**src/rtl/rv32_inst_encoder_pkg.sv**
```systemverilog
// rtl/rv32_inst_encoder_pkg.sv - rv32 field types, opcodes, format classify and pack helpers
// Optional build macro: RV32_ENCODER_STRICT_EN (immediate range checks raise the encode error)
package rv32_inst_encoder_pkg;

    typedef logic [6:0]  rv32_opcode_t;
    typedef logic [4:0]  rv32_reg_addr_t;
    typedef logic [2:0]  rv32_funct3_t;
    typedef logic [6:0]  rv32_funct7_t;
    typedef logic [31:0] rv32_imm_t;
    typedef logic [31:0] rv32_inst_t;

    typedef enum logic [2:0] {
        FMT_R   = 3'd0,
        FMT_I   = 3'd1,
        FMT_S   = 3'd2,
        FMT_B   = 3'd3,
        FMT_U   = 3'd4,
        FMT_J   = 3'd5,
        FMT_BAD = 3'd6
    } rv32_format_t;

    localparam rv32_opcode_t RV32_OP_LUI      = 7'h37;
    localparam rv32_opcode_t RV32_OP_AUIPC    = 7'h17;
    localparam rv32_opcode_t RV32_OP_JAL      = 7'h6F;
    localparam rv32_opcode_t RV32_OP_JALR     = 7'h67;
    localparam rv32_opcode_t RV32_OP_BRANCH   = 7'h63;
    localparam rv32_opcode_t RV32_OP_LOAD     = 7'h03;
    localparam rv32_opcode_t RV32_OP_STORE    = 7'h23;
    localparam rv32_opcode_t RV32_OP_OP_IMM   = 7'h13;
    localparam rv32_opcode_t RV32_OP_OP       = 7'h33;
    localparam rv32_opcode_t RV32_OP_MISC_MEM = 7'h0F;
    localparam rv32_opcode_t RV32_OP_SYSTEM   = 7'h73;

    typedef struct packed {
        rv32_opcode_t   opcode;
        rv32_reg_addr_t rd;
        rv32_reg_addr_t rs1;
        rv32_reg_addr_t rs2;
        rv32_funct3_t   funct3;
        rv32_funct7_t   funct7;
        rv32_imm_t      imm;
    } rv32_fields_t;

    typedef struct packed {
        rv32_fields_t fields;
        rv32_format_t fmt;
        logic         err;
    } rv32_classified_t;

    typedef struct packed {
        rv32_inst_t   inst;
        rv32_format_t fmt;
        logic         err;
    } rv32_encoded_t;

    function automatic rv32_format_t rv32_format_of(input rv32_opcode_t opcode);
        case (opcode)
            RV32_OP_LUI, RV32_OP_AUIPC:                   return FMT_U;
            RV32_OP_JAL:                                  return FMT_J;
            RV32_OP_JALR, RV32_OP_LOAD, RV32_OP_OP_IMM,
            RV32_OP_SYSTEM, RV32_OP_MISC_MEM:             return FMT_I;
            RV32_OP_STORE:                                return FMT_S;
            RV32_OP_BRANCH:                               return FMT_B;
            RV32_OP_OP:                                   return FMT_R;
            default:                                      return FMT_BAD;
        endcase
    endfunction

    // True when the immediate cannot be carried losslessly by the format's field.
    function automatic logic rv32_imm_range_error(input rv32_format_t fmt, input rv32_imm_t imm);
        case (fmt)
            FMT_I, FMT_S: return imm != {{20{imm[11]}}, imm[11:0]};
            FMT_B:        return (imm != {{19{imm[12]}}, imm[12:0]}) || imm[0];
            FMT_J:        return (imm != {{11{imm[20]}}, imm[20:0]}) || imm[0];
            FMT_U:        return imm[11:0] != 12'd0;
            default:      return 1'b0;
        endcase
    endfunction

    function automatic rv32_classified_t rv32_classify(input rv32_fields_t f);
        rv32_classified_t c;
        c.fields = f;
        c.fmt    = rv32_format_of(f.opcode);
        c.err    = (c.fmt == FMT_BAD);
`ifdef RV32_ENCODER_STRICT_EN
        c.err    = c.err | rv32_imm_range_error(c.fmt, f.imm);
`endif
        return c;
    endfunction

    function automatic rv32_encoded_t rv32_pack(input rv32_classified_t c);
        rv32_encoded_t e;
        rv32_fields_t  f;
        f      = c.fields;
        e.fmt  = c.fmt;
        e.err  = c.err;
        case (c.fmt)
            FMT_R:   e.inst = {f.funct7, f.rs2, f.rs1, f.funct3, f.rd, f.opcode};
            FMT_I:   e.inst = {f.imm[11:0], f.rs1, f.funct3, f.rd, f.opcode};
            FMT_S:   e.inst = {f.imm[11:5], f.rs2, f.rs1, f.funct3, f.imm[4:0], f.opcode};
            FMT_B:   e.inst = {f.imm[12], f.imm[10:5], f.rs2, f.rs1, f.funct3,
                               f.imm[4:1], f.imm[11], f.opcode};
            FMT_U:   e.inst = {f.imm[31:12], f.rd, f.opcode};
            FMT_J:   e.inst = {f.imm[20], f.imm[10:1], f.imm[11], f.imm[19:12], f.rd, f.opcode};
            default: e.inst = '0;
        endcase
        return e;
    endfunction

endpackage

```
**src/rtl/rv32_inst_encoder_if.sv**
```systemverilog
// rtl/rv32_inst_encoder_if.sv - field-bundle input and encoded-word output handshake bundle
interface rv32_inst_encoder_if;
    import rv32_inst_encoder_pkg::*;

    logic           in_valid;
    logic           in_ready;
    rv32_opcode_t   in_opcode;
    rv32_reg_addr_t in_rd;
    rv32_reg_addr_t in_rs1;
    rv32_reg_addr_t in_rs2;
    rv32_funct3_t   in_funct3;
    rv32_funct7_t   in_funct7;
    rv32_imm_t      in_imm;
    logic           out_valid;
    logic           out_ready;
    rv32_inst_t     out_inst;
    rv32_format_t   out_format;
    logic           out_encode_error;

    modport master (
        output in_valid, in_opcode, in_rd, in_rs1, in_rs2, in_funct3, in_funct7, in_imm,
        output out_ready,
        input  in_ready, out_valid, out_inst, out_format, out_encode_error
    );

    modport slave (
        input  in_valid, in_opcode, in_rd, in_rs1, in_rs2, in_funct3, in_funct7, in_imm,
        input  out_ready,
        output in_ready, out_valid, out_inst, out_format, out_encode_error
    );
endinterface

```
**src/rtl/rv32_pipe_slice.sv**
```systemverilog
// rtl/rv32_pipe_slice.sv - one-entry valid/ready register slice, full throughput
module rv32_pipe_slice #(
    parameter int WIDTH = 1
) (
    input  logic             clk,
    input  logic             rst_n,
    input  logic             in_valid,
    output logic             in_ready,
    input  logic [WIDTH-1:0] in_data,
    output logic             out_valid,
    input  logic             out_ready,
    output logic [WIDTH-1:0] out_data
);
    logic             valid_q;
    logic [WIDTH-1:0] data_q;

    // Accept while empty or while the held word leaves this same cycle.
    assign in_ready  = !valid_q || out_ready;
    assign out_valid = valid_q;
    assign out_data  = data_q;

    always_ff @(posedge clk or negedge rst_n) begin
        if (!rst_n) begin
            valid_q <= 1'b0;
            data_q  <= '0;
        end else if (in_valid && in_ready) begin
            valid_q <= 1'b1;
            data_q  <= in_data;
        end else if (out_ready) begin
            valid_q <= 1'b0;
        end
    end
endmodule

```
**src/rtl/rv32_inst_encoder.sv**
```systemverilog
// rtl/rv32_inst_encoder.sv - packs decoded rv32 fields into an RV32I word over an elastic pipe
// Optional build macro: RV32_ENCODER_STRICT_EN (see package)
module rv32_inst_encoder
    import rv32_inst_encoder_pkg::*;
#(
    parameter int PIPE_STAGES = 2
) (
    input  logic                 clk,
    input  logic                 rst_n,
    rv32_inst_encoder_if.slave   bus
);
    rv32_fields_t  in_fields;
    rv32_encoded_t enc_q;

    assign in_fields.opcode = bus.in_opcode;
    assign in_fields.rd     = bus.in_rd;
    assign in_fields.rs1    = bus.in_rs1;
    assign in_fields.rs2    = bus.in_rs2;
    assign in_fields.funct3 = bus.in_funct3;
    assign in_fields.funct7 = bus.in_funct7;
    assign in_fields.imm    = bus.in_imm;

    assign bus.out_inst         = enc_q.inst;
    assign bus.out_format       = enc_q.fmt;
    assign bus.out_encode_error = enc_q.err;

    generate
        if (PIPE_STAGES == 1) begin : g_one_stage
            rv32_encoded_t enc_d;
            assign enc_d = rv32_pack(rv32_classify(in_fields));

            rv32_pipe_slice #(.WIDTH($bits(rv32_encoded_t))) u_slice (
                .clk       (clk),
                .rst_n     (rst_n),
                .in_valid  (bus.in_valid),
                .in_ready  (bus.in_ready),
                .in_data   (enc_d),
                .out_valid (bus.out_valid),
                .out_ready (bus.out_ready),
                .out_data  (enc_q)
            );
        end else begin : g_two_stage
            rv32_classified_t cls_d;
            rv32_classified_t cls_q;
            rv32_encoded_t    enc_d;
            logic             cls_valid;
            logic             pack_ready;

            assign cls_d = rv32_classify(in_fields);
            assign enc_d = rv32_pack(cls_q);

            rv32_pipe_slice #(.WIDTH($bits(rv32_classified_t))) u_classify (
                .clk       (clk),
                .rst_n     (rst_n),
                .in_valid  (bus.in_valid),
                .in_ready  (bus.in_ready),
                .in_data   (cls_d),
                .out_valid (cls_valid),
                .out_ready (pack_ready),
                .out_data  (cls_q)
            );

            rv32_pipe_slice #(.WIDTH($bits(rv32_encoded_t))) u_pack (
                .clk       (clk),
                .rst_n     (rst_n),
                .in_valid  (cls_valid),
                .in_ready  (pack_ready),
                .in_data   (enc_d),
                .out_valid (bus.out_valid),
                .out_ready (bus.out_ready),
                .out_data  (enc_q)
            );
        end
    endgenerate
endmodule

```
**src/flat_wrapper.sv**
```systemverilog
// flat-port wrapper written by rule: the top's interface ports become plain ports
module rv32_inst_encoder_flat import rv32_inst_encoder_pkg::*;
#(
    parameter int PIPE_STAGES = 2
)
  (clk, rst_n, bus_in_valid, bus_in_opcode, bus_in_rd, bus_in_rs1, bus_in_rs2, bus_in_funct3, bus_in_funct7, bus_in_imm, bus_out_ready, bus_in_ready, bus_out_valid, bus_out_inst, bus_out_format, bus_out_encode_error);
  rv32_inst_encoder_if bus_i ();
  input  logic clk;
  input  logic rst_n;
  input wire logic [$bits(bus_i.in_valid)-1:0] bus_in_valid;
  input wire logic [$bits(bus_i.in_opcode)-1:0] bus_in_opcode;
  input wire logic [$bits(bus_i.in_rd)-1:0] bus_in_rd;
  input wire logic [$bits(bus_i.in_rs1)-1:0] bus_in_rs1;
  input wire logic [$bits(bus_i.in_rs2)-1:0] bus_in_rs2;
  input wire logic [$bits(bus_i.in_funct3)-1:0] bus_in_funct3;
  input wire logic [$bits(bus_i.in_funct7)-1:0] bus_in_funct7;
  input wire logic [$bits(bus_i.in_imm)-1:0] bus_in_imm;
  input wire logic [$bits(bus_i.out_ready)-1:0] bus_out_ready;
  output wire logic [$bits(bus_i.in_ready)-1:0] bus_in_ready;
  output wire logic [$bits(bus_i.out_valid)-1:0] bus_out_valid;
  output wire logic [$bits(bus_i.out_inst)-1:0] bus_out_inst;
  output wire logic [$bits(bus_i.out_format)-1:0] bus_out_format;
  output wire logic [$bits(bus_i.out_encode_error)-1:0] bus_out_encode_error;
  assign bus_i.in_valid = bus_in_valid;
  assign bus_i.in_opcode = bus_in_opcode;
  assign bus_i.in_rd = bus_in_rd;
  assign bus_i.in_rs1 = bus_in_rs1;
  assign bus_i.in_rs2 = bus_in_rs2;
  assign bus_i.in_funct3 = bus_in_funct3;
  assign bus_i.in_funct7 = bus_in_funct7;
  assign bus_i.in_imm = bus_in_imm;
  assign bus_i.out_ready = bus_out_ready;
  assign bus_in_ready = bus_i.in_ready;
  assign bus_out_valid = bus_i.out_valid;
  assign bus_out_inst = bus_i.out_inst;
  assign bus_out_format = bus_i.out_format;
  assign bus_out_encode_error = bus_i.out_encode_error;
  rv32_inst_encoder #(.PIPE_STAGES(PIPE_STAGES)) u_core (.clk(clk), .rst_n(rst_n), .bus(bus_i));
endmodule
```
**config.mk**
```make
export PLATFORM = sky130hd
export DESIGN_NAME = rv32_inst_encoder_flat
export DESIGN_NICKNAME = d
export VERILOG_FILES = /design/src/rtl/rv32_inst_encoder_pkg.sv /design/src/rtl/rv32_inst_encoder_if.sv /design/src/rtl/rv32_pipe_slice.sv /design/src/rtl/rv32_inst_encoder.sv /design/src/flat_wrapper.sv
export SDC_FILE = /design/constraint.sdc
export NUM_CORES = 1
export LEC_CHECK = 0
export CAP_MARGIN = 20
export CORE_MARGIN = 2
export CORE_UTILIZATION = 50
export DETAILED_ROUTE_END_ITERATION = 10
export GPL_ROUTABILITY_DRIVEN = 0
export PLACE_DENSITY = 0.9
export SLEW_MARGIN = 40
export SYNTH_ARGS = -nofsm -noshare
export SYNTH_HDL_FRONTEND = slang
export SYNTH_SLANG_ARGS = --single-unit
```
**constraint.sdc**
```tcl
create_clock -name clk -period 2.5 [get_ports clk]
set_clock_uncertainty 0.15 [all_clocks]
set_input_delay 0.375 -clock clk [delete_from_list [all_inputs] [get_ports clk]]
set_output_delay 0.375 -clock clk [all_outputs]
set_load 0.1 [all_outputs]
```
# Word-level counts from Yosys, hierarchy flattened
# Cells that the tools add are included.
# W data, S select, Z words.
[totals]
romBits = 0
inputBits = 68
latch_bits = 0
mem_count = 0
word_cells = 38
mem_bits_rw = 0
register_bits = 106
output_inout_bits = 38
[classes]
mul = 0
n_div = 0
magnitude_cmp = 0
n_mux = 6
n_shift = 0
n_eq_ne = 17
reduce_logical = 11
bitwise_logic = 0
add_sub_neg = 0
[op_table]
columns = ["op", "n"]
rows = [
  ["$pmux W32 S6", 1],
  ["$eq A7 B7 Y1 const B", 4],
  ["$eq A7 B6 Y1 const B", 3],
  ["$pmux W3 S6", 1],
  ["$eq A7 B5 Y1 const B", 2],
  ["$eq A3 B3 Y1 const B", 3],
  ["$eq A7 B2 Y1 const B", 1],
  ["$eq A7 B4 Y1 const B", 1],
  ["$eq A3 B2 Y1 const B", 2],
  ["$reduce_or A5 Y1", 1],
  ["$mux W1", 4],
  ["$reduce_bool A2 Y1", 2],
  ["$eq A3 B1 Y1 const B", 1],
  ["$logic_not A3 Y1", 1],
  ["$logic_and A1 B1 Y1", 2],
  ["$logic_not A1 Y1", 2],
  ["$logic_or A1 B1 Y1", 2],
  ["$reduce_or A2 Y1", 1],
]

# Depth between registers and ports, before layout
# Gate-level depths: netlist of run 1.
[depth]
word_depth = 5
mapped_depth = 6
mapped_depth_nobuf = 4

# Modules after synthesis
# Synthesis of run 1 repeated with hierarchy kept, for this count alone.
[unflattened]
cells_unflattened = 338
hier_area_um2 = 4834.6
[modules_own_cells]
columns = ["mod", "n_inst", "area_each_um2", "cells_per_inst", "seq_area_each_um2"]
rows = [
  ["rv32_pipe_slice at u_core.g_two_stage.u_classify", 1, 2652.5, 147, 1726.7],
  ["rv32_pipe_slice at u_core.g_two_stage.u_pack", 1, 1508.9, 79, 925.9],
  ["rv32_inst_encoder", 1, 673.1, 112, 0.0],
]

# Worst setup path before layout of run 1
# Ideal clock, no wire load.
[synth_path]
path_kind = "reg-to-reg"
startpoint = "register u_core.g_two_stage.u_pack.valid_q, in the netlist u_core.g_two_stage.u_pack.out_valid"
endpoint = "register u_core.g_two_stage.u_classify.data_q[10], in the netlist u_core.g_two_stage.u_classify.out_data[10]"
required_ps = 2233
stages_incl_launch_ff = 7
path_buffers = 2
period_less_slack_ps = 3094
slack_ps = -594
arrival_time_ps = 2827
setup_time_ps = 117
cell_sequence = "dfrtp_1 nand3b_1 and2_1 buf_2 buf_2 nand2_1 nand2_1"
[synth_via]
elab_chain_len = 4
[synth_lines]
columns = ["item", "line_no", "text"]
rows = [
  ["from (decl)", "rv32_pipe_slice.sv:14", "logic valid_q;"],
  ["from (signal assigned)", "rv32_pipe_slice.sv:24", "valid_q <= 1'b0;"],
  ["from (signal assigned)", "rv32_pipe_slice.sv:27", "valid_q <= 1'b1;"],
  ["from (signal assigned)", "rv32_pipe_slice.sv:30", "valid_q <= 1'b0;"],
  ["$logic_not A1 Y1", "rv32_pipe_slice.sv:18", "assign in_ready = !valid_q || out_ready;"],
  ["$logic_or A1 B1 Y1 (2 in series)", "rv32_pipe_slice.sv:18", ""],
  ["named net bus_in_ready", "flat_wrapper.sv:19", "output wire logic [$bits(bus_i.in_ready)-1:0] bus_in_ready;"],
  ["$logic_and A1 B1 Y1", "rv32_pipe_slice.sv:26", "end else if (in_valid && in_ready) begin"],
  ["to (signal assigned)", "rv32_pipe_slice.sv:28", "data_q <= in_data;"],
  ["to (decl)", "rv32_pipe_slice.sv:15", "logic [WIDTH-1:0] data_q;"],
]
# The timed path passes the listed nets, and every way through them passes these cells.
# A chain may end at the register's enable or synchronous reset.

# Worst setup path after layout of run 1
[layout_path]
startpoint = "register u_core.g_two_stage.u_classify.data_q[2], in the netlist u_core.g_two_stage.u_classify.out_data[2]"
endpoint = "register u_core.g_two_stage.u_pack.data_q[35], in the netlist u_core.g_two_stage.u_pack.out_data[35]"
[layout_via]
elab_chain_len = 2
elab_cells_between_ends = 7
cone_classes = "eq/ne: 5; mux: 1; reduce/logical: 1"
[layout_lines]
columns = ["item", "line_no", "text"]
rows = [
  ["$eq A3 B3 Y1, or another cell as far along", "rv32_inst_encoder_pkg.sv:97", "case (c.fmt)"],
  ["$pmux W32 S6 *", "rv32_inst_encoder_pkg.sv:97", ""],
  ["to (signal assigned)", "rv32_pipe_slice.sv:28", ""],
  ["to (decl)", "rv32_pipe_slice.sv:15", ""],
]
# Every way passes the cells marked *; elsewhere a longest branch is shown, timed or not.

==> results of run 1 <==
[critical path, stage by stage (launching register included)]
cell     delay, ns
dfrtp_1       0.76
inv_1         0.44
nor2_1        0.49
a22oi_1       0.16
a31oi_1       0.22
[state kept, by name (all words and copies together) (netlist names)]
signal                                   count
u_core.g_two_stage.u_classify.out_valid      1
u_core.g_two_stage.u_classify.out_data      68
u_core.g_two_stage.u_pack.out_valid          1
u_core.g_two_stage.u_pack.out_data          36
[cell usage after synthesis (4+ instances only)]
| cell type | instances | share of area |
|---|---|---|
| a21oi_1 | 6 | 0.0068 |
| nand2_1 | 200 | 0.17 |
| a221oi_1 | 14 | 0.028 |
| mux2_2 | 4 | 0.010 |
| clkbuf_1 | 8 | 0.0068 |
| o21ai_0 | 11 | 0.012 |
| o21a_1 | 7 | 0.012 |
| a22o_1 | 11 | 0.022 |
| buf_4 | 4 | 0.0068 |
| dfrtp_1 | 106 | 0.60 |
| inv_1 | 4 | 0.0034 |
| o221ai_1 | 6 | 0.012 |
| a22oi_1 | 17 | 0.029 |
| nor2_1 | 32 | 0.027 |
| buf_2 | 13 | 0.015 |
[power groups by stage]
stage / registers [uW] / logic, uW / clock network, uW
floorplan: 2680 / 396 / 0
global placement: 2110 / 1350 / 0
detailed placement: 2120 / 1380 / 0
CTS: 2090 / 1380 / 1110
global route: 2120 / 1460 / 1170
finish: 2100 / 1380 / 1100
[what timing repair did]
| action | in CTS | in global routing |
|---|---|---|
| endpoints found under the setup margin | 0 | 0 |
| hold buffers | 1 | 0 |
| endpoints found under the hold margin | 27 | 0 |
| setup buffers | 0 | 0 |
[worst paths after layout]
| kind | start | endpoint | slack [ns] | depth (start not counted) |
|---|---|---|---|---|
| min in group clk | u_core.g_two_stage.u_classify.out_data[36] | u_core.g_two_stage.u_classify.out_data[36] | 0.33 | 2 |
| setup / recovery | u_core.g_two_stage.u_classify.out_data[2] | u_core.g_two_stage.u_pack.out_data[35] | 0.19 | 4 |
| max in group asynchronous | rst_n | u_core.g_two_stage.u_pack.out_data[3] | 1.19 | 3 |
| hold reg to reg | u_core.g_two_stage.u_classify.out_data[36] | u_core.g_two_stage.u_classify.out_data[36] | 0.33 | 2 |
| setup reg to reg | u_core.g_two_stage.u_classify.out_data[2] | u_core.g_two_stage.u_pack.out_data[35] | 0.19 | 4 |
| hold / removal | rst_n | u_core.g_two_stage.u_classify.out_data[48] | 0.33 | 2 |
[metal layers]
metal  track usage  up-vias  part of all wire
met2         0.372      146              0.49
met3        0.0286       26             0.055
li1              -     1765                 -
met5             0        -                 0
met1         0.316     1800              0.42
met4         0.109        0             0.029
[cells by family (layout without fill, tap and decap cells)]
logic type,count (synthesis),count (layout),synth area share
flip-flops,106,106,0.598
AND/OR/NAND/NOR,249,249,0.221
multiplexers,6,6,0.0147
AO/OA/AOI/OAI,78,78,0.133
buffers and inverters,32,138,0.0341
[final cells by class]
cell class	count	area, um^2
sequential	106	2660
multi-input combinational	333	1640
timing repair buffer	118	1090
fill	694	2930
clock buffer	9	124
inverter	4	15.0
tap	108	135
clock inverter	7	85.1
[stage by stage]
stage | std cells | setup slack, ns | power, uW | instance area [um^2]
detailed placement | 668 | 0.294 | 3500 | 5530
finish | 685 | 0.191 | 4570 | 5750
global placement | 668 | 0.346 | 3470 | 5530
floorplan | 471 | -0.0485 | 3070 | 4490
global route | 685 | 0.106 | 4750 | 5750
CTS | 685 | 0.265 | 4590 | 5750
==> results_dict.tcl, run 1 <==
set metrics [dict create \
    first_global_vias 3752 \
    number_of_vias_per_cell_after_detailed_routing 5.46 \
    finalNetCount 640 \
    yosys_most_used_dff "dfrtp_1" \
    routed-via-count 3737 \
    numPortBuffers 105 \
    ctsResizeCount 0 \
    num_io_pins 106 \
    clock_sink_count 106 \
    synth_register_bits 106 \
    leakagePower_uw 0.00282 \
    number_of_distinct_library_cell_variants_in_the_gate_level_netlist_after_synthesis 35 \
    ctsRootBufferMaster "clkbuf_8" \
    area_delta_synth_final_pct 29.5 \
    p_seq_frac 0.459 \
    crit_path_end_kind "register" \
    grt_pass1_wl_mm 17.9 \
    syn-instance-count 471 \
    number_of_drc_violations_after_detailed_routing 0 \
    post_drt_wl_per_cell_um 16.0 \
    p_sw_uw 1760 \
    die_x_um 98.2 \
    setup-tns-final_ns 0 \
    switching_share 0.385 \
    count_of_antenna_diodes_in_the_layout 0 \
    criticalPathCategory "reg -> reg" \
    globalRouteOverflowTotal 0 \
    number_of_h_tree_levels 3 \
    rsz0062_at_grt "false" \
    cp.required_ns 2.63 \
    floorplan.rows 34 \
    ys.warnings.count 0 \
    run_status "complete, no violations" \
    synth-edff-count 0 \
    finalWirelength_mm 10.9 \
    initial_core_util 0.512 \
    fp.coreArea_um2 8680 \
    drive_above_1_share 0.132 \
    numCtsBuffers 9 \
    worst_setup_path_start_kind "register" \
    hold_violations 0 \
    setup_viol 0 \
    power-per-cell-area_nw_per_um2 795 \
    clock_tree_from_tritoncts "yes" \
    clock_power_share 0.240 \
    synthesis.area_per_instance_um2 9.43 \
    drt_first_iter_violations 244 \
    die_area_um2 9650 \
    finalWorstPathRequiredPeriod_ns 2.31 \
    fmax_mhz 433 \
    min-delay-path-class "in -> async" \
    slew_violations 0 \
    combinational_cell_fraction_of_total_power 0.301 \
    detailedPlacementHpwl_mm 7.67 \
    mostFrequentLayoutCells "nand2_1, dfrtp_1, clkdlybuf4s50_1, buf_4, nor2_1" \
    timing.max_cap.violations 0 \
    netlist_area_um2 4440 \
    final.period_utilization 0.924 \
    tightest_slew_ns 0.749 \
    internal_power_uw 2810 \
    postLayoutCoreUtil 0.662 \
    dieHeight_um 98.2 \
    layout.cells.most_common "nand2_1" \
    grt_max_degree 70 \
    timing.critical_path.fanout_max 17 \
    clk-insertion-delay-late_ns 0.37 \
    timing.hold.ws_ns 0.329 \
    syn_nets 539 \
    initial_antenna_violation_count 0 \
    drt.antenna.violating_nets 0 \
    synth.yosys.seq_area_share 0.598 \
    worstPathArrival_ns 2.44 \
    cts.path.max_buffers 2 \
    worst_ir_drop_vdd_uv 320 \
    grt_usage 0.231 \
    postSynth.asyncResetShare 1.00 \
    first_pass_iters 5 \
    clkTransAtPathRegs_ns 0.11 \
    worst_slew_margin_rel 0.499 \
]
No activity file was read; power rests on OpenSTA's default activity.
==> run 2, diff against run 1 <==
- PLACE_DENSITY: 0.9 -> not set
- PLACE_DENSITY_LB_ADDON: not set -> 0.1
- clock period: 2.5 -> 2.94 ns (I/O delays scaled with it)
==> run 2 against run 1 <==
Net effect: combinational power decreased by 16%; core utilization decreased by 0.37 points; sequential share of layout area increased by 0.22 points; sequential power decreased by 15%; critical path depth unchanged; clock-buffer cell count unchanged; non-clock buffer count decreased by 2; register-to-register slack improved by 0.32 ns; setup slack improved by 0.32 ns; via count decreased by 2.1%.
==> results_dict.tcl, run 2 (synthesis results as in run 1) <==
set metrics [dict create \
    run_status "complete, no violations" \
    clk-insertion-delay-late_ns 0.37 \
    area_delta_synth_final_pct 28.7 \
    layout.cells.most_common "nand2_1" \
    finalNetCount 638 \
    cp_num_buf_inv 1 \
    clock_tree_from_tritoncts "yes" \
    number_of_drc_violations_after_detailed_routing 0 \
    cpMaxStageDelayCell "nor2_1" \
    timing.max_cap.violations 0 \
    crit_path_end_kind "register" \
    worst_path_dominant_cell_family "simple AND/OR/NAND/NOR gates" \
    cts_post_setup_buffers_inserted 0 \
    final.period_utilization 0.826 \
    post_drt_wl_per_cell_um 15.5 \
    largest_reg_flops 68 \
    fp.coreArea_um2 8680 \
    hold_violations 0 \
    grt_usage 0.227 \
    grt_pass1_wl_mm 17.4 \
    drive_above_1_share 0.129 \
    final_design_area_no_fill_um2 5710 \
    power-per-cell-area_nw_per_um2 679 \
    mostFrequentLayoutCells "nand2_1, dfrtp_1, clkdlybuf4s50_1, buf_4, nor2_1" \
    numPortBuffers 105 \
    dieHeight_um 98.2 \
    timing.critical_path.from "u_core.g_two_stage.u_classify.out_data[3]" \
    postLayoutCoreUtil 0.658 \
    first_pass_iters 5 \
    ctsResizeCount 0 \
    worst_ir_drop_vdd_uv 301 \
    fmax_mhz 412 \
    setup-tns-final_ns 0 \
    number_of_vias_per_cell_after_detailed_routing 5.36 \
    routed-via-count 3658 \
    clkTransAtPathRegs_ns 0.10 \
    drt.antenna.violating_nets 0 \
    worstPathArrival_ns 2.58 \
    rsz0062_at_grt "false" \
    die_area_um2 9650 \
    grt_max_degree 53 \
    hold_path_startpoint "u_core.g_two_stage.u_classify.out_data[0]" \
    initial_core_util 0.512 \
    worst_slew_margin_rel 0.430 \
    slew_violations 0 \
    num_io_pins 106 \
    detailedPlacementHpwl_mm 7.33 \
    cp_slowest_stage_delay_ns 0.76 \
    tightest_slew_ns 0.851 \
    globalRouteOverflowTotal 0 \
    setup_viol 0 \
    criticalPathCategory "reg -> reg" \
    finalWorstPathRequiredPeriod_ns 2.43 \
    number_of_h_tree_levels 3 \
    finalWirelength_mm 10.6 \
    power_uw 3880 \
    cts.path.max_buffers 2 \
    placedInstanceArea_um2 5500 \
    timing.critical_path.cells "inv_1, nor2_1, a22oi_1, a31oi_1" \
    min-delay-path-class "reg -> reg" \
    launching_point_of_the_worst_reg2reg_path "u_core.g_two_stage.u_classify.out_data[3]" \
    first_global_vias 3508 \
    ctsRootBufferMaster "clkbuf_8" \
    count_of_antenna_diodes_in_the_layout 0 \
    leakagePower_uw 0.00280 \
    timing.critical_path.fanout_max 14 \
    numCtsBuffers 9 \
    clock_sink_count 106 \
    floorplan.rows 34 \
    die_x_um 98.2 \
    worst_setup_path_start_kind "register" \
    initial_antenna_violation_count 0 \
    cp.required_ns 3.09 \
    drt_first_iter_violations 146 \
]
run 2: report_power, final:
part | switching (uW) | leakage, uW | internal (uW) | total (uW)
Combinational | 829 | 0.00140 | 328 | 1160
Sequential | 133 | 0.00130 | 1650 | 1780
Clock | 530 | 0.000103 | 410 | 940
run 2: cell type report:
cell class,instances,area [um^2]
Clock buffer,9,124
Clock inverter,7,83.8
Fill cell,721,2960
Inverter,4,15.0
Multi-Input combinational cell,333,1640
Sequential cell,106,2650
Tap cell,108,135
Timing Repair Buffer,116,1060
run 2: per-layer routing:
metal	global-route usage	up-vias	wire length, um
li1	-	1764	-
met1	0.334	1766	4970
met2	0.340	112	4810
met3	0.0394	16	628
met4	0.0885	0	190
met5	0	-	0
run 2: tightest hold or removal path: cells and delay by family, from the launching register on:
family	cells	cell delay [ns]
flops	1	0.36
simple gates	2	0.10
run 2: through the flow:
step                      worst slack [ns]  hold WS (ns)  std cells
after detailed placement             0.596         0.252        666
after global routing                 0.414         0.358        683
after floorplan                      0.171      -0.00459        471
final                                0.512         0.332        683
after CTS                            0.562         0.339        683
after global placement               0.615         0.251        666
run 2: what timing repair did:
action	CTS	global route
setup endpoints to repair	0	0
hold buffers	1	0
endpoints found under the hold margin	29	0
run 2: path summary, 6_finish.rpt:
check	endpoint	slack (ns)	cells past startpoint
worst max-delay path	u_core.g_two_stage.u_pack.out_data[35]	0.51	4
worst min-delay path	u_core.g_two_stage.u_pack.out_data[0]	0.33	2
worst max register to register	u_core.g_two_stage.u_pack.out_data[35]	0.51	4
worst min register to register	u_core.g_two_stage.u_pack.out_data[0]	0.33	2
max in group asynchronous	u_core.g_two_stage.u_classify.out_data[6]	1.59	3
min in group asynchronous	u_core.g_two_stage.u_classify.out_data[21]	0.38	2
==> run 3, diff against run 2 <==
- CORE_UTILIZATION: 50 -> 45
- clock period: 2.94 -> 2 ns (I/O delays scaled with it)
==> run 3 against run 2 <==
Net effect: core utilization shrank 4.9 points; largest power group unchanged; die area is 11% higher; sequential cell count did not move; critical path depth down 1.
==> results_dict.tcl, run 3 (synthesis results as in run 1) <==
set metrics [dict create \
    hold_violations 0 \
    cts.path.max_buffers 2 \
    mostFrequentLayoutCells "nand2_1, dfrtp_1, clkdlybuf4s50_1, buf_4, nor2_1" \
    dieHeight_um 103 \
    floorplan.rows 36 \
    worst_setup_path_start_kind "register" \
    fmax_mhz 560 \
    dp.cells 701 \
    first_pass_iters 4 \
    clock_power_share 0.230 \
    number_of_h_tree_levels 3 \
    clock_tree_from_tritoncts "yes" \
    clock_sink_count 106 \
    p_seq_frac 0.459 \
    clk-insertion-delay-late_ns 0.36 \
    numCtsBuffers 9 \
    largest_reg_flops 68 \
    power-per-cell-area_nw_per_um2 963 \
    run_status "complete, no violations" \
    cp.required_ns 1.55 \
    setup_slack_ns 0.216 \
    internal_power_uw 3560 \
    n_fill_cell 875 \
    power_uw 5680 \
    leakagePower_uw 0.00288 \
    worst_slew_margin_rel 0.474 \
    area_delta_synth_final_pct 32.9 \
    sequential_standard_cell_area_um2 2660 \
    criticalPathCategory "reg -> out" \
    drt.antenna.violating_nets 0 \
    routed-via-count 3664 \
    ctsRootBufferMaster "clkbuf_8" \
    p_sw_uw 2120 \
    clkTransAtPathRegs_ns 0.10 \
    crit_path_end_kind "output port" \
    first_global_vias 3592 \
    finalWorstPathRequiredPeriod_ns 1.78 \
    slew_violations 0 \
    drive_above_1_share 0.140 \
    post_drt_wl_per_cell_um 15.1 \
    switching_share 0.372 \
    die_area_um2 10700 \
    multi_input_logic_area_um2 1640 \
    grt_pass1_wl_mm 17.5 \
    die_x_um 103 \
    timing.critical_path.fanout_max 3 \
    cts_post_setup_buffers_inserted 0 \
    combinational_cell_fraction_of_total_power 0.311 \
    number_of_drc_violations_after_detailed_routing 0 \
    setup_viol 0 \
    initial_antenna_violation_count 0 \
    initial_core_util 0.458 \
    rsz0062_at_grt "false" \
    drt_first_iter_violations 162 \
    tightest_slew_ns 0.787 \
    layout.cells.most_common "nand2_1" \
    numPortBuffers 105 \
    postLayoutCoreUtil 0.609 \
    fp.coreArea_um2 9680 \
    worst_ir_drop_vdd_uv 396 \
    finalNetCount 648 \
    grt_max_degree 41 \
    detailedPlacementHpwl_mm 7.60 \
    timing.max_cap.violations 0 \
    detailedPlace.worstSlack_ns 0.0466 \
    globalRouteOverflowTotal 0 \
    final.period_utilization 0.892 \
    count_of_antenna_diodes_in_the_layout 0 \
    grt_usage 0.215 \
    finalNonFillerCells 718 \
    finalWirelength_mm 10.8 \
    num_io_pins 106 \
    worstPathArrival_ns 1.33 \
    number_of_vias_per_cell_after_detailed_routing 5.10 \
    min-delay-path-class "in -> async" \
]
run 3: cell types whose count changed in the layout (fill, tap and decap cells not counted), moves of 2 or more:
| cell | change |
|---|---|
| buf_12 | +7 |
| buf_4 | +3 |
| inv_6 | -3 |
| clkbuf_1 | +2 |
| o21ai_0 | -2 |
| o21ai_1 | +2 |
run 3: worst paths after layout:
kind	start	end	slack, ns	cells after the start
worst max-delay path	u_core.g_two_stage.u_pack.out_valid	bus_in_ready	0.22	3
worst min-delay path	rst_n	u_core.g_two_stage.u_classify.out_data[53]	0.29	2
worst max register to register	u_core.g_two_stage.u_classify.out_data[1]	u_core.g_two_stage.u_pack.out_data[29]	0.22	4
worst min register to register	u_core.g_two_stage.u_classify.out_data[35]	u_core.g_two_stage.u_classify.out_data[35]	0.33	2
max in group asynchronous	rst_n	u_core.g_two_stage.u_pack.out_valid	0.85	3
min in group clk	bus_in_imm[26]	u_core.g_two_stage.u_classify.out_data[30]	0.32	3
run 3: worst max-delay path: stages, from the launching register on:
cell	delay [ns]
dfrtp_4	0.51
nand3b_1	0.15
buf_4	0.15
buf_12	0.17
run 3: metrics by stage:
stage	area (um^2)	hold WS (ns)	TNS [ns]
4_1_cts	5900	0.294	0
6_report	5900	0.291	0
2_1_floorplan	4500	-0.146	-36.44
3_3_place_gp	5690	0.147	0
3_5_place_dp	5690	0.152	0
5_1_grt	5900	0.309	0
run 3: timing repair:
action	4_1_cts	5_1_grt
hold buffers	1	0
hold endpoints to repair	34	0
gates resized for setup	0	0
run 3: final cells by class:
cell class                      count  share of cell area
Tap cell                          133              0.0282
Sequential cell                   106               0.450
Inverter                            4             0.00254
Clock buffer                       12              0.0246
Multi-Input combinational cell    333               0.278
Timing Repair Buffer              126               0.208
Clock inverter                      4             0.00869
run 3: power groups by stage:
stage          Sequential, uW  Clock [uW]  Combinational [uW]
2_1_floorplan            3350           0                 497
3_3_place_gp             2640           0                1750
3_5_place_dp             2650           0                1770
4_1_cts                  2610        1360                1780
5_1_grt                  2640        1430                1890
6_report                 2610        1310                1770
run 3: per-layer routing:
metal / vias to the layer above / global-route usage / share of wire
met3: 8 / 0.0383 / 0.047
li1: 1785 / - / -
met2: 99 / 0.336 / 0.47
met1: 1772 / 0.311 / 0.48
met5: - / 0 / 0
met4: 0 / 0.0587 / 0.0076
==> variant, RTL diff (flow settings as in run 3) <==
Reset style: synchronous (`rst_n`), changed in one clocked block.
--- a/src/rtl/rv32_pipe_slice.sv
+++ b/src/rtl/rv32_pipe_slice.sv
@@ -19,7 +19,7 @@
     assign out_valid = valid_q;
     assign out_data  = data_q;
 
-    always_ff @(posedge clk or negedge rst_n) begin
+    always_ff @(posedge clk) begin
         if (!rst_n) begin
             valid_q <= 1'b0;
             data_q  <= '0;
Formal check against the unedited RTL: differs if rst_n is asserted again (counterexample within 4 cycles, from zero or initial values and one cycle with rst_n low); with rst_n held inactive, the same outputs for 10 cycles.
==> variant against run 3 <==
- sequential cell count is the same
- count of clock-buffer cells in the layout shrank 3
- wire length up 1.9%
- fmax shrank 1.0%
- total power is 19% lower
- highest routed layer unchanged
- synthesized cell count rose by 13%
- hold slack worse by 0.011 ns
- synthesized area increased by 1.9%
- global-route usage is 1.2 points lower
- design area shrank 2.3%
- first-iteration DRC count shrank 8.0%
- setup slack worse by 0.018 ns
- final cell count up 4.6%
==> variant: results (changes against run 3) <==
status=finished clean; capture instance of the worst register-to-register path=u_core.g_two_stage.u_pack.out_data[28]; type of the most critical hold path=in -> reg; Worst slew margin=53.0% (+5.6 points); fraction of layout instances using a drive strength above 1=12.5% (-1.6 points); Detailed Route WL=11.0 mm (+1.9%); Static Leakage=2.22 nW (-23%); wire length on met2=5.18 mm (+2.1%); largest net degree at the start of global routing=56 (+37%); HPWL after detailed placement=7.46 mm (-1.9%); post-CTS clock slew at the launch and capture registers of the worst setup and hold paths=0.09 ns; standard cell with the maximum stage delay on the critical path=and2b_1; setup slack of the most critical reg-to-reg path=0.20 ns (-0.02 ns); top cells by instance count after synthesis=nand2_1 (154), dfxtp_1 (106), a21boi_0 (76), nor2_1 (23), o21ai_0 (23); gr usage total=20.3% (-1.2 points); quantity of gates resized following cts=0 (unchanged); clock buffer depth=2 (unchanged); Reg2Reg Launch Point=u_core.g_two_stage.u_classify.out_data[3]; share of synthesized area occupied by flip-flops and latches=46.9% (-13 points); hold depth=4; post-detailed-placement cell area=5570 µm² (-2.2%); delay of the slowest cell on the worst path=0.48 ns (-0.03 ns); critical-path maximum fanout=13 (+10); number of cells on the worst reg-to-reg path=5 (+1); 1st-pass router iterations=4 (unchanged); prevailing post-synth register cell=dfxtp_1; Clk Latency, worst-skew pair=0.37 ns; amount of wire on met3 after detailed routing=571 µm (+13%); worst vdd rail ir drop=0.000446 V (+13%); total nets after synthesis=599 (+11%); Ys Warns=0 (unchanged); number of distinct standard cells referenced by the synthesized netlist=36 (+2.9%); largest cells by area after synthesis=dfxtp_1 (47%), nand2_1 (13%), a21boi_0 (13%); worst path arrival time=1.95 ns (+0.62 ns); wire length of the first global-routing pass=18.1 mm (+3.5%); # Post-CTS Setup Buffers=0 (unchanged); vias in the first global route=3626 (+0.95%); start point of the worst min-delay path=rst_n; DRC violation total after the first TritonRoute iteration=149 (-8.0%); initial antenna violation count=0 (unchanged); Root Buffer=clkbuf_8; routed length on met1=5.19 mm (+0.25%); Final #Nets=681 (+5.1%); fraction of registers with async set/reset=0% (-100 points); routed via count=3894 (+6.3%); uppermost signal routing layer after detailed routing=met4; Worst Hold Path EP=u_core.g_two_stage.u_classify.out_data[0]
[variant: changes by cell type in the layout (fill, tap and decap cells not counted), moves of 6 or more]
cell,run 3,this run
a21boi_0,0,76
dfrtp_1,105,0
nand3_1,1,7
a22oi_1,17,9
buf_4,50,41
dfxtp_1,0,105
nor3b_1,1,14
nor2_1,32,23
o21ai_0,9,23
o221ai_1,6,0
nand2_1,199,153
a22o_1,11,0
[variant: worst max-delay path: cells and delay by family, from the launching register on]
kind / cells / cell delay [ns]
AOI/OAI and AO/OA: 3 / 0.49
and+or+nand+nor: 1 / 0.48
DFF: 1 / 0.36
buffers and inverters: 1 / 0.25
[variant: worst max-delay path by stage]
stage / start / end / slack (ns) / depth (start not counted)
after floorplan: u_core.g_two_stage.u_pack.out_valid / u_core.g_two_stage.u_classify.out_data[2] / 0.05 / 7
after global placement: u_core.g_two_stage.u_classify.out_data[2] / u_core.g_two_stage.u_pack.out_data[26] / 0.02 / 4
after detailed placement: bus_out_ready / u_core.g_two_stage.u_pack.out_data[23] / 0.15 / 6
after CTS: u_core.g_two_stage.u_classify.out_data[3] / u_core.g_two_stage.u_pack.out_data[25] / 0.22 / 5
after global routing: u_core.g_two_stage.u_classify.out_data[3] / u_core.g_two_stage.u_pack.out_data[27] / 0.07 / 5
final: u_core.g_two_stage.u_classify.out_data[3] / u_core.g_two_stage.u_pack.out_data[28] / 0.20 / 5
[variant: per-layer routing]
metal / track usage, % / up-vias
met5: 0 / -
met4: 4.63 / 0
met3: 4.32 / 9
met2: 33.1 / 100
met1: 27.6 / 1818
li1: - / 1967
[variant: power breakdown]
| group | total (mW) | switching, mW | internal (mW) | leakage [nW] |
|---|---|---|---|---|
| logic | 0.939 | 0.598 | 0.341 | 1.25 |
| clock network | 1.34 | 0.753 | 0.589 | 0.100 |
| registers | 2.31 | 0.0781 | 2.23 | 0.873 |
| total | 4.59 | 1.43 | 3.16 | 2.22 |
[variant: cell type report]
type | count | area (µm²)
fill | 927 | 4010
timing repair buffer | 116 | 1130
tap | 133 | 166
multi-input combinational | 374 | 2120
sequential | 106 | 2130
clock inverter | 7 | 73.8
clock buffer | 9 | 124
inverter | 6 | 22.5
[variant: logic make-up after synthesis]
family / after synthesis / share of synthesized area (%)
AO/OA/AOI/OAI: 152 / 24.0
XOR/XNOR: 1 / 0.194
buffers and inverters: 51 / 6.33
flip-flops: 106 / 46.9
multiplexers: 10 / 2.54
AND/OR/NAND/NOR: 211 / 20.0
[variant: through the flow]
stage	setup slack, ns	hold WS [ns]	instances
detailed placement	0.150	0.306	735
finish	0.198	0.280	751
global route	0.0721	0.279	751
floorplan	0.0467	0.285	531
CTS	0.219	0.252	751
global placement	0.0161	0.299	735
